## src/rtl/c432_bist_pkg.sv

```systemverilog
// Shared types and constants for the c432 BIST controller: FSM states,
// pattern-generator taps, signature polynomial and default widths.
package c432_bist_pkg;

  localparam int PAT_W_DEF = 36;
  localparam int RSP_W_DEF = 7;
  localparam int SIG_W_DEF = 16;

  // Fibonacci x^36 + x^25 + 1: feedback taps are bits 35 and 24
  localparam int LFSR_TAP_HI = 35;
  localparam int LFSR_TAP_LO = 24;

  // x^16 + x^14 + x^13 + x^11 + 1 without the implicit x^16 term
  localparam logic [15:0] MISR_POLY = 16'h6801;

  typedef enum logic [1:0] {
    ST_IDLE  = 2'd0,
    ST_RUN   = 2'd1,
    ST_DRAIN = 2'd2,
    ST_DONE  = 2'd3
  } bist_state_e;

endpackage

```

## src/rtl/c432_misr.sv

```systemverilog
// Multiple-input signature register: Galois shift by MISR_POLY with the
// response word folded into the low bits on every enabled cycle.
module c432_misr
  import c432_bist_pkg::*;
#(
  parameter int RSP_W = RSP_W_DEF,
  parameter int SIG_W = SIG_W_DEF
) (
  input  logic             clk,
  input  logic             reset,
  input  logic             clr,
  input  logic             en,
  input  logic [RSP_W-1:0] din,
  output logic [SIG_W-1:0] sig
);

  localparam logic [SIG_W-1:0] POLY = SIG_W'(MISR_POLY);

  logic [SIG_W-1:0] sig_q;
  logic [SIG_W-1:0] sig_d;

  always_comb begin
    sig_d = sig_q;
    if (clr) begin
      sig_d = '0;
    end else if (en) begin
      sig_d = {sig_q[SIG_W-2:0], 1'b0}
            ^ (sig_q[SIG_W-1] ? POLY : '0)
            ^ SIG_W'(din);
    end
  end

  always_ff @(posedge clk) begin
    if (reset) begin
      sig_q <= '0;
    end else begin
      sig_q <= sig_d;
    end
  end

  assign sig = sig_q;

endmodule

```

## src/rtl/c432_bist_ctrl.sv

```systemverilog
// BIST controller for the c432 benchmark: LFSR pattern source, pattern
// counter and run FSM, with responses compacted by c432_misr.
module c432_bist_ctrl
  import c432_bist_pkg::*;
#(
  parameter int CUT_LAT = 1,
  parameter int PAT_W   = PAT_W_DEF,
  parameter int RSP_W   = RSP_W_DEF,
  parameter int SIG_W   = SIG_W_DEF
) (
  input  logic             clk,
  input  logic             reset,
  input  logic             start,
  input  logic [15:0]      num_pat,
  input  logic [PAT_W-1:0] seed,
  input  logic [SIG_W-1:0] golden_sig,
  input  logic [RSP_W-1:0] rsp_in,
  output logic [PAT_W-1:0] pat_out,
  output logic             pat_valid,
  output logic             busy,
  output logic             done,
  output logic             pass,
  output logic [SIG_W-1:0] signature,
  output bist_state_e      dbg_state_o
);

  localparam logic [15:0] DRAIN_CNT = 16'(CUT_LAT);

  // Handshake: start is a request sampled only in IDLE (no ready is
  // returned; busy rises on the accepting edge). done is a single-cycle
  // pulse, coincident with busy falling and signature/pass becoming valid.

  bist_state_e      state_q, state_d;
  logic [PAT_W-1:0] lfsr_q, lfsr_d;
  logic [15:0]      cnt_q, cnt_d;
  logic             busy_q, busy_d;
  logic             done_q, done_d;
  logic             pass_q, pass_d;
  logic [SIG_W-1:0] sig_q, sig_d;
  logic [CUT_LAT-1:0] dly_q;

  logic             misr_clr;
  logic             rsp_vld;
  logic [SIG_W-1:0] misr_sig;
  logic [PAT_W-1:0] lfsr_step;

  assign lfsr_step = {lfsr_q[PAT_W-2:0], lfsr_q[LFSR_TAP_HI] ^ lfsr_q[LFSR_TAP_LO]};
  assign rsp_vld   = dly_q[CUT_LAT-1];

  always_comb begin
    state_d  = state_q;
    lfsr_d   = lfsr_q;
    cnt_d    = cnt_q;
    busy_d   = busy_q;
    done_d   = 1'b0;
    pass_d   = pass_q;
    sig_d    = sig_q;
    misr_clr = 1'b0;
    case (state_q)
      ST_IDLE: begin
        if (start) begin
          lfsr_d   = (seed == '0) ? PAT_W'(1) : seed;
          misr_clr = 1'b1;
          pass_d   = 1'b0;
          sig_d    = '0;
          busy_d   = 1'b1;
          // an empty run skips straight to draining the (empty) pipeline
          if (num_pat == 16'd0) begin
            state_d = ST_DRAIN;
            cnt_d   = DRAIN_CNT;
          end else begin
            state_d = ST_RUN;
            cnt_d   = num_pat;
          end
        end
      end
      ST_RUN: begin
        lfsr_d = lfsr_step;
        if (cnt_q == 16'd1) begin
          state_d = ST_DRAIN;
          cnt_d   = DRAIN_CNT;
        end else begin
          cnt_d = cnt_q - 16'd1;
        end
      end
      ST_DRAIN: begin
        if (cnt_q == 16'd1) begin
          state_d = ST_DONE;
          cnt_d   = 16'd0;
        end else begin
          cnt_d = cnt_q - 16'd1;
        end
      end
      ST_DONE: begin
        state_d = ST_IDLE;
        busy_d  = 1'b0;
        done_d  = 1'b1;
        sig_d   = misr_sig;
        pass_d  = (misr_sig == golden_sig);
      end
      default: state_d = ST_IDLE;
    endcase
  end

  always_ff @(posedge clk) begin
    if (reset) begin
      state_q <= ST_IDLE;
      lfsr_q  <= '0;
      cnt_q   <= '0;
      busy_q  <= 1'b0;
      done_q  <= 1'b0;
      pass_q  <= 1'b0;
      sig_q   <= '0;
    end else begin
      state_q <= state_d;
      lfsr_q  <= lfsr_d;
      cnt_q   <= cnt_d;
      busy_q  <= busy_d;
      done_q  <= done_d;
      pass_q  <= pass_d;
      sig_q   <= sig_d;
    end
  end

  // pattern-valid pipeline matching the CUT's output register latency
  always_ff @(posedge clk) begin
    if (reset) begin
      dly_q <= '0;
    end else begin
      dly_q[0] <= pat_valid;
      for (int i = 1; i < CUT_LAT; i++) begin
        dly_q[i] <= dly_q[i-1];
      end
    end
  end

  c432_misr #(
    .RSP_W (RSP_W),
    .SIG_W (SIG_W)
  ) u_misr (
    .clk   (clk),
    .reset (reset),
    .clr   (misr_clr),
    .en    (rsp_vld),
    .din   (rsp_in),
    .sig   (misr_sig)
  );

  assign pat_valid   = (state_q == ST_RUN);
  assign pat_out     = pat_valid ? lfsr_q : '0;
  assign busy        = busy_q;
  assign done        = done_q;
  assign pass        = pass_q;
  assign signature   = sig_q;
  assign dbg_state_o = state_q;

endmodule

```

## config.mk

```make
export PLATFORM = sky130hd
export DESIGN_NAME = c432_bist_ctrl
export DESIGN_NICKNAME = d
export VERILOG_FILES = /design/src/rtl/c432_bist_pkg.sv /design/src/rtl/c432_misr.sv /design/src/rtl/c432_bist_ctrl.sv
export SDC_FILE = /design/constraint.sdc
export NUM_CORES = 1
export LEC_CHECK = 0
export ABC_AREA = 1
export BUFFER_PORTS_ARGS = -buffer_cell sky130_fd_sc_hd__buf_2
export CORE_MARGIN = 4
export CORE_UTILIZATION = 48
export CTS_CLUSTER_DIAMETER = 30
export CTS_CLUSTER_SIZE = 30
export DETAILED_ROUTE_END_ITERATION = 8
export GPL_TIMING_DRIVEN = 1
export PLACE_DENSITY = 0.86
export SYNTH_ARGS = -nofsm -noshare
export SYNTH_HDL_FRONTEND = slang
export SYNTH_SLANG_ARGS = --single-unit
```

## constraint.sdc

```tcl
create_clock -name clk -period 4.48 [get_ports clk]
set_input_delay 1.12 -clock clk [delete_from_list [all_inputs] [get_ports clk]]
set_output_delay 1.12 -clock clk [all_outputs]
set_load 0.1 [all_outputs]
```

**Yosys cells after proc, flatten, opt, wreduce, memory -nomap -nowiden**

Cells that the tools add are included.

- Bits in read-only memories: 0
- Bits in latches: 0
- Bits in registers: 90
- Memories: 0
- Bits in writable memories: 0
- Output and inout bits: 58

- Reductions and logical operators: 11
- $add $sub $neg: 1
- Shifts and indexed selects: 0
- Multiplexer cells: 24
- Div/mod/pow operators: 0
- $lt $le $gt $ge: 0
- Multiply operators: 0
- Equality and inequality tests: 8
- Bitwise operators: 3

Operators with widths:

| kind | count |
|---|---|
| $mux W36 | 3 |
| $mux W16 | 5 |
| $pmux W36 S2 | 1 |
| $pmux W16 S3 | 1 |
| $logic_not A36 Y1 | 1 |
| $pmux W16 S2 | 1 |
| $eq A16 B1 Y1 const B | 1 |
| $eq A16 B16 Y1 | 1 |
| $logic_not A16 Y1 | 1 |
| $sub A16 B1 Y16 const B | 1 |
| $xor A16 B16 Y16 | 1 |
| $xor A16 B7 Y16 | 1 |
| $mux W15 | 1 |
| $mux W2 | 4 |
| $pmux W2 S4 | 1 |
| $reduce_and A2 Y1 | 3 |
| $mux W1 | 5 |
| $eq A2 B2 Y1 const B | 2 |
| $ne A2 B2 Y1 const B | 2 |
| $pmux W1 S2 | 2 |
| $reduce_bool A2 Y1 | 2 |
| $reduce_and A3 Y1 | 1 |
| $reduce_bool A3 Y1 | 1 |
| $eq A2 B1 Y1 const B | 1 |
| 4 further kinds | 4 |

**Logic depth before layout (Yosys ltp)**

- Depth in word-level cells: 4
- Mapped depth: 10

**By module**

From an unflattened synthesis, not the netlist that was laid out.

- Cell total of the unflattened synthesis: 779
- Area, all modules: 4,939.7 um^2

By module, submodules not included:

| module | cells an instance | sequential area each (um^2) | times used | area an instance (um^2) |
|---|---|---|---|---|
| c432_bist_ctrl | 650 | 1,481.4 | 1 | 4,142.7 |
| c432_misr | 129 | 320.3 | 1 | 797.0 |

**Worst setup path after synthesis**

OpenSTA, ideal clock, no wires.

- Path kind: flip-flop to output port
- From: reg state_q[0], in the netlist dbg_state_o[0]
- To: out pat_out[24]
- Setup slack: 90 ps
- Arrival: 3,270 ps
- Cell stages (with the launch flop): 7
- Cell sequence: dfxtp_1 -> ha_1 -> buf_2 -> buf_2 -> buf_2 -> nand2_1 -> inv_1

- Longest elaborated chain between the ends: 2

RTL lines:

| item | RTL line | RTL |
|---|---|---|
| from (decl) | c432_bist_ctrl.sv:33 | `bist_state_e state_q, state_d;` |
| from (signal assigned) | c432_bist_ctrl.sv:115 | `state_q <= state_d;` |
| $eq A2 B1 Y1 | c432_bist_ctrl.sv:149 | `assign pat_valid = (state_q == ST_RUN);` |
| named net pat_valid | c432_bist_ctrl.sv:19 | `output logic pat_valid,` |
| $mux W36 | c432_bist_ctrl.sv:150 | `assign pat_out = pat_valid ? lfsr_q : '0;` |
| to (decl) | c432_bist_ctrl.sv:18 | `output logic [PAT_W-1:0] pat_out,` |

The timed path passes the listed nets, and every way through them passes these cells.

**Final worst setup path**

- From: reg state_q[0], in the netlist dbg_state_o[0]
- To: out pat_out[31]

- Longest elaborated chain between the ends: 2

RTL lines:

| item | RTL line |
|---|---|
| $eq A2 B1 Y1 | c432_bist_ctrl.sv:149 |
| $mux W36 | c432_bist_ctrl.sv:150 |

No other way between the ends.

==> flow_summary.toml <==
[outcome]
status = "completed"

[routing]
routed_wl_um = 11700
vias = 4776
drtIter0Drc = 242
antenna_left = 0
drc_errors = 0
post_drt_via_cell_ratio = 5.02
routedWlPerCell_um = 12.3
firstDrtPassIters = 6

[setup_path]
cp-start-kind = "flop"
crit_end = "pat_out[31]"
cp-end-kind = "primary output"
path_class = "flop to primary output"
rr_worst_depth = 7
cp_max_fo = 42
rr_startpoint = "dbg_state_o[0]$_SDFFE_PP0P_"
crit_arrival_ns = 2.00
required_ns = 3.36
r2r_end = "lfsr_q[2]$_SDFFE_PP0P_"
startpoint = "dbg_state_o[0]$_SDFFE_PP0P_"
r2r_setup_slack_ns = 1.94

[floorplanning]
row_count = 35
io_pins = 136
core_region_area_sq_um = 9370
die_x_um = 107
die_area_sq_um = 11400
dieHeight_um = 107
start_util = 0.502

[logic_synthesis]
syn_area_sq_um = 4700
synth_area_per_cell_sq_um = 6.69
syn_inst = 703
synth_cell_types = 31
yosys_register_bits = 90
yosys_warnings = 0
yosysSeqAreaShare = 0.383
synth_nets = 788

[clock_network]
clk_latency_ns = 0.35
clockBufferDepth = 2
ctsRootBufferMaster = "clkbuf_8"
cts_setup_buffers = 0
cts.repair.resized = 0
clkSlewWorstSetupHoldPaths_ns = 0.09
cts_tree = "done"
cts.sinks = 90
hold_buffers = 0
htree_levels = 3
cts_buffers = 9

[power]
powerDensity_nw_per_um2 = 660
power_leakage_nw = 2.92
peakVddDrop_uv = 373

[cells_and_area]
drive_above_1_share = 0.207
final-instance-count-excl-fill = 952
multi_input_area_sq_um = 2400
fill_cells = 923
seq_area_sq_um = 1800
area_growth_pct = 19.5
diodes = 0
fin_nets = 903
finish.utilization = 0.599

[timing]
final_max_slew_viol_count = 0
fmax_ghz = 0.320
hold_violations = 0
layout_min_cycle_time_ns = 3.12
rsz0062_at_grt = "no"
setup_viol = 0
finClkSkew_ns = 0.0138
tns_ns = 0
fin_ws_ns = 1.36
fin_crit_sh = 0.697
slew_headroom = 0.565
worst_pin_slew_ns = 0.653

[global_route]
grt_pass1_vias = 4496
grt_pass1_wl_um = 20100
grt_max_degree = 73
track_usage = 0.210
antenna_found_initial = 1
gr-total-overflow = 0

[place]
hpwlAfterDp_um = 8490
gp_congestion = 0.866
port_buffers = 135
dp_slack_ns = 1.71
dp.cells = 936

[min_path]
holdCritPathClass = "flop to flop"

[run]
max_cap_violations = 0
## synthesized netlist by cell type
| master | number | area [sq um] |
|---|---|---|
| nand2_1 | 176 | 661 |
| dfxtp_1 | 90 | 1800 |
| inv_1 | 79 | 297 |
| nor2_1 | 77 | 289 |
| a21oi_1 | 66 | 330 |
| o21ai_0 | 51 | 255 |
| a31oi_1 | 31 | 194 |
| o21ai_1 | 22 | 110 |
| xor2_1 | 21 | 184 |
| clkbuf_1 | 15 | 56.3 |
| nand3_1 | 13 | 65.1 |
| buf_2 | 12 | 60.1 |
| xnor2_1 | 8 | 70.1 |
| ha_1 | 7 | 87.6 |
| nor2_2 | 6 | 37.5 |
| clkinv_1 | 4 | 15.0 |
| buf_4 | 3 | 22.5 |
| buf_6 | 3 | 33.8 |
| inv_2 | 3 | 11.3 |
| nand4_1 | 3 | 18.8 |
| nand2_2 | 2 | 12.5 |
| nor3_1 | 2 | 10.0 |
| a21oi_2 | 1 | 8.76 |
| buf_1 | 1 | 3.75 |
| nand3_2 | 1 | 10.0 |
| nand3b_1 | 1 | 7.51 |
| nor2_4 | 1 | 11.3 |
| o21a_1 | 1 | 7.51 |
| o21ai_4 | 1 | 16.3 |
| o21bai_1 | 1 | 7.51 |
| or2_2 | 1 | 6.26 |
## registers in the layout, indices dropped and copies added, names as in the netlist
signal / cells
busy: 1
dbg_state_o: 2
cnt_q: 16
u_misr.sig: 16
done: 1
dly_q: 1
pass: 1
signature: 16
lfsr_q: 36
## cells in the final DEF, fill, tap and decap left out, drive strengths merged
cell type	count
or2	1
nor3	2
clkbuf	10
inv	85
xnor2	8
a31oi	31
clkinv	5
o21a	1
dfxtp	90
nand2	178
nand3b	1
nor2	84
bufinv	2
o21bai	1
nand3	14
a21oi	67
nand4	3
xor2	21
buf	138
o21ai	74
ha	7
## per-layer routing
layer  up-vias  GRT usage  part of all wire
met5         -          0            0.0011
met4         2     0.0493            0.0090
met3        12     0.0554             0.068
met2       161      0.343              0.46
met1      2119      0.277              0.47
li1       2482          -                 -
## worst max-delay path, stage by stage (launching register included)
cell and delay (ns):
dfxtp_1 0.42, ha_1 0.17, buf_4 0.38, nand2_1 0.11, inv_1 0.13, buf_2 0.44
## worst min path at each step
stage / cells past startpoint / from / slack [ns] / to
2_1_floorplan: 2 / u_misr.sig[11]$_SDFFE_PP0P_ / 0.46 / signature[11]$_SDFFE_PP0P_
4_1_cts: 2 / signature[9]$_SDFFE_PP0P_ / 0.46 / signature[9]$_SDFFE_PP0P_
6_report: 2 / signature[8]$_SDFFE_PP0P_ / 0.46 / signature[8]$_SDFFE_PP0P_
3_5_place_dp: 2 / signature[9]$_SDFFE_PP0P_ / 0.45 / signature[9]$_SDFFE_PP0P_
5_1_grt: 2 / signature[6]$_SDFFE_PP0P_ / 0.49 / signature[6]$_SDFFE_PP0P_
3_3_place_gp: 2 / signature[8]$_SDFFE_PP0P_ / 0.45 / signature[8]$_SDFFE_PP0P_
## per-stage QoR
step | cell area [sq um] | hold slack (ns) | total power [mW]
4_1_cts | 5620 | 0.465 | 3.72
2_1_floorplan | 4700 | 0.458 | 2.78
5_1_grt | 5620 | 0.487 | 3.98
6_report | 5620 | 0.464 | 3.71
3_5_place_dp | 5380 | 0.451 | 3.07
3_3_place_gp | 5380 | 0.448 | 3.05
## kinds of logic after synthesis
| group | after synthesis | synth area share |
|---|---|---|
| AOI/OAI and AO/OA | 174 | 0.198 |
| and+or+nand+nor | 283 | 0.240 |
| xor gates and xnor gates | 29 | 0.0540 |
| adders and majority gates | 7 | 0.0186 |
| buffers and inverters | 120 | 0.106 |
| DFF | 90 | 0.383 |
## where the power goes
group          internal [mW]  switching [mW]
combinational          0.466            1.43
clock                  0.337           0.303
sequential              1.01           0.162
total                   1.82            1.89
## area by class of cell
| class | count | area share |
|---|---|---|
| Inverter | 86 | 0.0575 |
| Timing Repair Buffer | 138 | 0.124 |
| Tap cell | 129 | 0.0287 |
| Clock buffer | 10 | 0.0245 |
| Clock inverter | 6 | 0.0169 |
| Multi-Input combinational cell | 493 | 0.427 |
| Sequential cell | 90 | 0.321 |
Note: power is estimated with default switching activity, not from simulation.
